File: src/rtl/sram2_vec_ctrl.sv
// ----------------------------------------------------------------------------
// sram2_vec_ctrl
//
// Element-wise vector add/subtract engine for a dual-read, single-write SRAM.
// A job reads len elements from A (base_a) and B (base_b), computes A+B or
// A-B at data_width bits with two's-complement wrap, and writes the results
// to C (base_c). One element is issued per cycle with no bubbles.
//
// The SRAM registers its inputs on the clock edge. Read data is valid in the
// cycle after an address is driven, and a write commits on the second edge
// after sram_write is driven.
//
// Ports
//   clk, rst_n                 clock, asynchronous active-low reset
//   start, op                  job request (sampled in IDLE), 0 = A+B, 1 = A-B
//   base_a, base_b, base_c     operand / result base addresses
//   len                        element count, 0 .. 2^addr_width
//   busy, done                 busy in every non-IDLE state, 1-cycle done pulse
//   sram_raddr_a/b             SRAM read addresses
//   sram_dout_a/b              SRAM read data
//   sram_waddr, sram_din,
//   sram_write                 SRAM write port
// ----------------------------------------------------------------------------
module sram2_vec_ctrl #(
    parameter int addr_width = 11,
    parameter int data_width = 32
) (
    input  logic                         clk,
    input  logic                         rst_n,
    input  logic                         start,
    input  logic                         op,
    input  logic [addr_width-1:0]        base_a,
    input  logic [addr_width-1:0]        base_b,
    input  logic [addr_width-1:0]        base_c,
    input  logic [addr_width:0]          len,
    output logic                         busy,
    output logic                         done,
    output logic [addr_width-1:0]        sram_raddr_a,
    output logic [addr_width-1:0]        sram_raddr_b,
    input  logic signed [data_width-1:0] sram_dout_a,
    input  logic signed [data_width-1:0] sram_dout_b,
    output logic [addr_width-1:0]        sram_waddr,
    output logic signed [data_width-1:0] sram_din,
    output logic                         sram_write
);

    typedef enum logic [1:0] {
        IDLE  = 2'd0,
        ISSUE = 2'd1,
        DRAIN = 2'd2,
        DONE  = 2'd3
    } state_t;

    localparam logic [addr_width:0]   len_zero  = '0;
    localparam logic [addr_width:0]   len_one   = {{addr_width{1'b0}}, 1'b1};
    localparam logic [addr_width-1:0] addr_zero = '0;
    localparam logic [data_width-1:0] data_zero = '0;
    localparam logic [1:0]            drain_last = 2'd2;

    // Wrapping add/subtract of the two operands.
    function automatic logic signed [data_width-1:0] calc_result(
        input logic                         sub,
        input logic signed [data_width-1:0] a,
        input logic signed [data_width-1:0] b
    );
        logic signed [data_width-1:0] r;
        if (sub) begin
            r = a - b;
        end else begin
            r = a + b;
        end
        return r;
    endfunction

    state_t                       state_r;
    state_t                       state_next_s;

    logic                         op_r;
    logic [addr_width-1:0]        base_a_r;
    logic [addr_width-1:0]        base_b_r;
    logic [addr_width-1:0]        base_c_r;
    logic [addr_width:0]          len_r;
    logic [addr_width:0]          idx_r;       // element whose read is driven this cycle
    logic [addr_width:0]          idx_inc_s;
    logic                         last_issue_s;
    logic                         job_start_s;
    logic [1:0]                   drain_cnt_r;

    logic                         rd_valid_r;  // SRAM read data is valid this cycle
    logic [addr_width-1:0]        rd_idx_r;    // element index of that read data

    logic                         busy_r;
    logic                         done_r;
    logic [addr_width-1:0]        raddr_a_r;
    logic [addr_width-1:0]        raddr_b_r;
    logic [addr_width-1:0]        waddr_r;
    logic signed [data_width-1:0] din_r;
    logic                         write_r;

    assign idx_inc_s    = idx_r + len_one;
    assign last_issue_s = (idx_r == (len_r - len_one));
    assign job_start_s  = start && (len != len_zero);

    // Next-state logic.
    always_comb begin
        state_next_s = state_r;
        case (state_r)
            IDLE: begin
                if (start) begin
                    // An empty job skips straight to DONE without touching the SRAM.
                    if (len == len_zero) begin
                        state_next_s = DONE;
                    end else begin
                        state_next_s = ISSUE;
                    end
                end else begin
                    state_next_s = IDLE;
                end
            end
            ISSUE: begin
                if (last_issue_s) begin
                    state_next_s = DRAIN;
                end else begin
                    state_next_s = ISSUE;
                end
            end
            DRAIN: begin
                // Three drain cycles cover read latency, result write and the
                // SRAM's commit of the final write.
                if (drain_cnt_r == drain_last) begin
                    state_next_s = DONE;
                end else begin
                    state_next_s = DRAIN;
                end
            end
            DONE: begin
                state_next_s = IDLE;
            end
            default: begin
                state_next_s = IDLE;
            end
        endcase
    end

    // State register with registered busy/done status derived from the next state.
    always_ff @(posedge clk or negedge rst_n) begin
        if (!rst_n) begin
            state_r <= IDLE;
            busy_r  <= 1'b0;
            done_r  <= 1'b0;
        end else begin
            state_r <= state_next_s;
            busy_r  <= (state_next_s != IDLE);
            done_r  <= (state_next_s == DONE);
        end
    end

    // Drain cycle counter.
    always_ff @(posedge clk or negedge rst_n) begin
        if (!rst_n) begin
            drain_cnt_r <= 2'd0;
        end else if (state_r == DRAIN) begin
            drain_cnt_r <= drain_cnt_r + 2'd1;
        end else begin
            drain_cnt_r <= 2'd0;
        end
    end

    // Job capture and read-address issue; addresses wrap modulo 2^addr_width.
    always_ff @(posedge clk or negedge rst_n) begin
        if (!rst_n) begin
            op_r      <= 1'b0;
            base_a_r  <= addr_zero;
            base_b_r  <= addr_zero;
            base_c_r  <= addr_zero;
            len_r     <= len_zero;
            idx_r     <= len_zero;
            raddr_a_r <= addr_zero;
            raddr_b_r <= addr_zero;
        end else begin
            case (state_r)
                IDLE: begin
                    if (job_start_s) begin
                        op_r      <= op;
                        base_a_r  <= base_a;
                        base_b_r  <= base_b;
                        base_c_r  <= base_c;
                        len_r     <= len;
                        idx_r     <= len_zero;
                        raddr_a_r <= base_a;
                        raddr_b_r <= base_b;
                    end
                end
                ISSUE: begin
                    if (!last_issue_s) begin
                        idx_r     <= idx_inc_s;
                        raddr_a_r <= base_a_r + idx_inc_s[addr_width-1:0];
                        raddr_b_r <= base_b_r + idx_inc_s[addr_width-1:0];
                    end
                end
                default: begin
                end
            endcase
        end
    end

    // Result pipeline: read data arrives one cycle after issue, the result
    // register doubles as the write-data output in the following cycle.
    always_ff @(posedge clk or negedge rst_n) begin
        if (!rst_n) begin
            rd_valid_r <= 1'b0;
            rd_idx_r   <= addr_zero;
            waddr_r    <= addr_zero;
            din_r      <= data_zero;
            write_r    <= 1'b0;
        end else begin
            rd_valid_r <= (state_r == ISSUE);
            rd_idx_r   <= idx_r[addr_width-1:0];
            if (rd_valid_r) begin
                din_r   <= calc_result(op_r, sram_dout_a, sram_dout_b);
                waddr_r <= base_c_r + rd_idx_r;
                write_r <= 1'b1;
            end else begin
                write_r <= 1'b0;
            end
        end
    end

    assign busy         = busy_r;
    assign done         = done_r;
    assign sram_raddr_a = raddr_a_r;
    assign sram_raddr_b = raddr_b_r;
    assign sram_waddr   = waddr_r;
    assign sram_din     = din_r;
    assign sram_write   = write_r;

endmodule

File: config.mk
export PLATFORM = sky130hd
export DESIGN_NAME = sram2_vec_ctrl
export DESIGN_NICKNAME = d
export VERILOG_FILES = /design/src/rtl/sram2_vec_ctrl.sv
export SDC_FILE = /design/constraint.sdc
export NUM_CORES = 1
export LEC_CHECK = 0
export CORE_ASPECT_RATIO = 1.1
export CORE_MARGIN = 3
export CORE_UTILIZATION = 30
export CTS_CLUSTER_DIAMETER = 200
export DETAILED_ROUTE_END_ITERATION = 6
export PLACE_DENSITY_LB_ADDON = 0.15
export SLEW_MARGIN = 20
export SYNTH_ARGS = -nofsm -noshare
export SYNTH_HDL_FRONTEND = slang
export SYNTH_SLANG_ARGS = --single-unit
File: constraint.sdc
create_clock -name clk -period 3.5 [get_ports clk]
set_clock_uncertainty 0.2 [all_clocks]
set_input_delay 0.7 -clock clk [delete_from_list [all_inputs] [get_ports clk]]
set_output_delay 0.7 -clock clk [all_outputs]
set_load 0.02 [all_outputs]
==> run_results.csv <==
group,metric,value,unit
sta,finalSetupViolCount,15,
place,dp_hpwl,22180,µm
route,drc_errors,0,
cells_and_area,diodes,0,
sta,rsz0062_at_grt,"true",
global_route,grt_pass1_vias,9521,
synthesis,synthSimpleGateAreaFrac,20.17,%
route,viasPerCell,4.815,
synthesis,synth_edf_count,0,
sta,period_share,109.1,%
flow_run,maxCapViolCount,0,
synthesis,synth_top_family_by_area,"simple AND/OR/NAND/NOR gates",
synthesis,synthMuxAreaShare,4.718,%
sta,drv_slew,0,
synthesis,syn_avg_cell_area,8.624,µm²
floorplan,die_area,33910,µm²
floorplan,pin_count,181,
floorplan,initial_core_util,30.86,%
cells_and_area,finalNetCount,1639,
global_route,grt_first_pass_wirelength,47910,µm
synthesis,synthXorXnorAreaFrac,9.016,%
sta,whs,-0.004267,ns
worst_setup_path,crit_fanout,5,
clocking,hold_buffers,0,
floorplan,die_h,192.8,µm
worst_setup_path,reg2reg_to,"sram_raddr_b[10]$_DFFE_PN0P_",
route,routedWlPerCell,15.62,µm
sta,slew_headroom,54.09,%
worst_hold_path,worstHoldPathType,"in2async",
outcome,violations,"hold timing, setup timing",
clocking,htree_num_levels,4,
synthesis,yosys_warnings,0,
worst_setup_path,worst-setup-path-type,"in2reg",
synthesis,synth_flop_cell,"dfrtp_1",
sta,fin_ws,-0.3179,ns
synthesis,synth_top_area_share,37.32,%
worst_setup_path,start_kind,"primary input",
synthesis,seq_area_frac_synth,37.32,%
worst_setup_path,cp_data_arrival_time,3.98,ns
route,drt-initial-drc-count,473,
global_route,grt_max_degree,56,
synthesis,synthesis.instances,1104,
cells_and_area,area_delta_synth_final,50.16,%
synthesis,async_flop_share,100.0,%
outcome,outcome,"finished, violations left",
sta,period_minus_slack,3.818,ns
worst_setup_path,r2r.worst_path.cells,12,
route,ant_nets,0,
floorplan,die_x,175.9,µm
worst_setup_path,regToRegSetupSlack,0.24,ns
synthesis,syn_area,9520,µm²
synthesis,synthesis.nets,1286,
clocking,cts_root_buf,"clkbuf_16",
worst_setup_path,worstSetupEndpointType,"register",
power_and_ir_drop,power.leakage,6.459,nW
place,dp.cells,1825,
worst_setup_path,cp.required,3.66,ns
global_route,grt_use_total,17.50,%
floorplan,core.rowCount,67,
clocking,clock-sinks,142,
cells_and_area,instances_no_fill,1884,
sta,fmax,0.2619,GHz
sta,tightest_slew,0.6886,ns
worst_setup_path,r2r_start,"idx_r[0]$_DFFE_PN0P_",
synthesis,yosys-top-cells-area,"dfrtp_1, ha_1, nand2_1",
clocking,clock_latency,0.42,ns
cells_and_area,layout-drive-gt1-share,23.67,%
clocking,tritoncts.num_buffers,17,
synthesis,synthAdderAreaFrac,9.384,%
synthesis,ys_top_cells_by_count,"nand2_1, dfrtp_1, nor2_1",
clocking,clkTransAtPathRegs,0.06,ns
route,dr.pass1.iters,5,
floorplan,coreArea,30850,µm²
place,gp_congestion,0.8662,
synthesis,synth_top_area_cell,"dfrtp_1",
clocking,tritoncts,"yes",
route,vias,9071,
synthesis,ys_ff_latch,142,
synthesis,synth_compound_area_share,15.78,%
sta,hold_violations,8,
sta,final.setup.tns,-2.455,ns
place,portBuffers,180,
clocking,clockBufferDepth,2,
synthesis,yosysMostFrequentCell,"nand2_1",
power_and_ir_drop,ir_drop,0.4633,mV
power_and_ir_drop,power_density,967.6,nW/µm²
synthesis,ys_types,64,
route,wl,29440,µm
global_route,antenna_found_initial,0,
global_route,grt_overflow,0,
[power by group]
part	switching, mW	internal, mW	leakage (nW)
Sequential	0.533	2.44	1.72
Clock	0.752	1.15	0.279
Combinational	4.41	4.55	4.46
[worst max path at each step]
| stage | from | endpoint | slack, ns | depth (start not counted) |
|---|---|---|---|---|
| 6_report | sram_dout_b[3] | sram_din[28]$_DFFE_PN0P_ | -0.32 | 12 |
| 2_1_floorplan | sram_dout_b[0] | sram_din[28]$_DFFE_PN0P_ | -0.36 | 14 |
| 3_5_place_dp | sram_dout_b[1] | sram_din[22]$_DFFE_PN0P_ | -1.19 | 18 |
| 3_3_place_gp | sram_dout_b[1] | sram_din[29]$_DFFE_PN0P_ | -1.12 | 17 |
| 4_1_cts | sram_dout_b[0] | sram_din[21]$_DFFE_PN0P_ | -0.38 | 19 |
| 5_1_grt | sram_dout_b[0] | sram_din[28]$_DFFE_PN0P_ | -0.42 | 15 |
[registers in the layout, summed over array words and instances (netlist names), 11 cells and up]
register / cells
base_a_r: 11
base_c_r: 11
sram_raddr_a: 11
sram_raddr_b: 11
sram_din: 32
len_r: 12
base_b_r: 11
idx_r: 12
sram_waddr: 11
rd_idx_r: 11
[cells by family after synthesis]
kind of cell | Yosys count
xor gates and xnor gates | 98
muxes | 41
AOI/OAI and AO/OA | 240
buffers and inverters | 86
DFF | 142
and+or+nand+nor | 428
adders and majority gates | 69
[timing repair]
item	4_1_cts	5_1_grt
pin swaps	38	46
buffers inserted	12	17
endpoints found under the setup margin	24	23
gates resized for setup	53	52
[final cells by class]
type                    instances  area, µm²
clock buffers                  20      446.7
clock inverters                12      162.7
inverters                      37      156.4
flip-flops and latches        142       3555
multi-input cells             876       6030
repair buffers                383       3428
fillers                      3048      16550
well taps                     414      518.0
[routing by layer]
metal  GRT usage [%]  vias to the layer above  wire (µm)
met1           22.12                     4269      13540
met4           4.082                        0        378
met2           30.75                      196      14200
met3           3.542                       25       1314
met5               0                        -          0
li1                -                     4581          -
[worst max-delay path, cell delays in order]
cell and delay (ns):
dlygate4sd2_1 0.27, or4_4 0.52, nor2_4 0.20, and3_4 0.24, a31oi_4 0.09, xnor2_2 0.15
ha_1 0.33, and2_4 0.17, a221o_1 0.33, a221o_1 0.36, or4_1 0.53, nand3_1 0.09
[per-stage QoR]
step	setup slack [ns]	hold slack (ns)	cell area, µm²	power (mW)	util (%)
CTS	-0.3835	0.003949	14010	13.70	45.40
global route	-0.4246	0.02044	14300	15.01	46.34
global placement	-1.118	0.2115	13160	11.34	42.65
floorplan	-0.3552	0.1519	9684	8.148	-
detailed placement	-1.191	0.2202	13160	11.43	42.65
finish	-0.3179	-0.004267	14300	13.83	46.34
[layout by cell type (no fill, tap or decap), types with 8 or more instances in the layout]
master | synthesis | final
a21o_1 | 15 | 14
a21oi_1 | 69 | 58
a21oi_2 | 0 | 9
a31oi_1 | 17 | 15
buf_4 | 2 | 191
buf_6 | 1 | 9
clkbuf_16 | 0 | 17
clkdlybuf4s50_1 | 0 | 165
dfrtp_1 | 142 | 141
ha_1 | 65 | 61
inv_1 | 36 | 34
mux2_2 | 28 | 23
mux2i_1 | 10 | 10
nand2_1 | 212 | 205
nand3_1 | 44 | 41
nor2_1 | 75 | 70
nor3_1 | 22 | 18
nor4_1 | 14 | 10
o211ai_1 | 9 | 9
o21a_1 | 10 | 10
o21ai_0 | 63 | 54
o21bai_1 | 8 | 8
or3_1 | 8 | 8
xnor2_1 | 73 | 71
xor2_1 | 25 | 25
No activity file was read; power rests on OpenSTA's default activity.
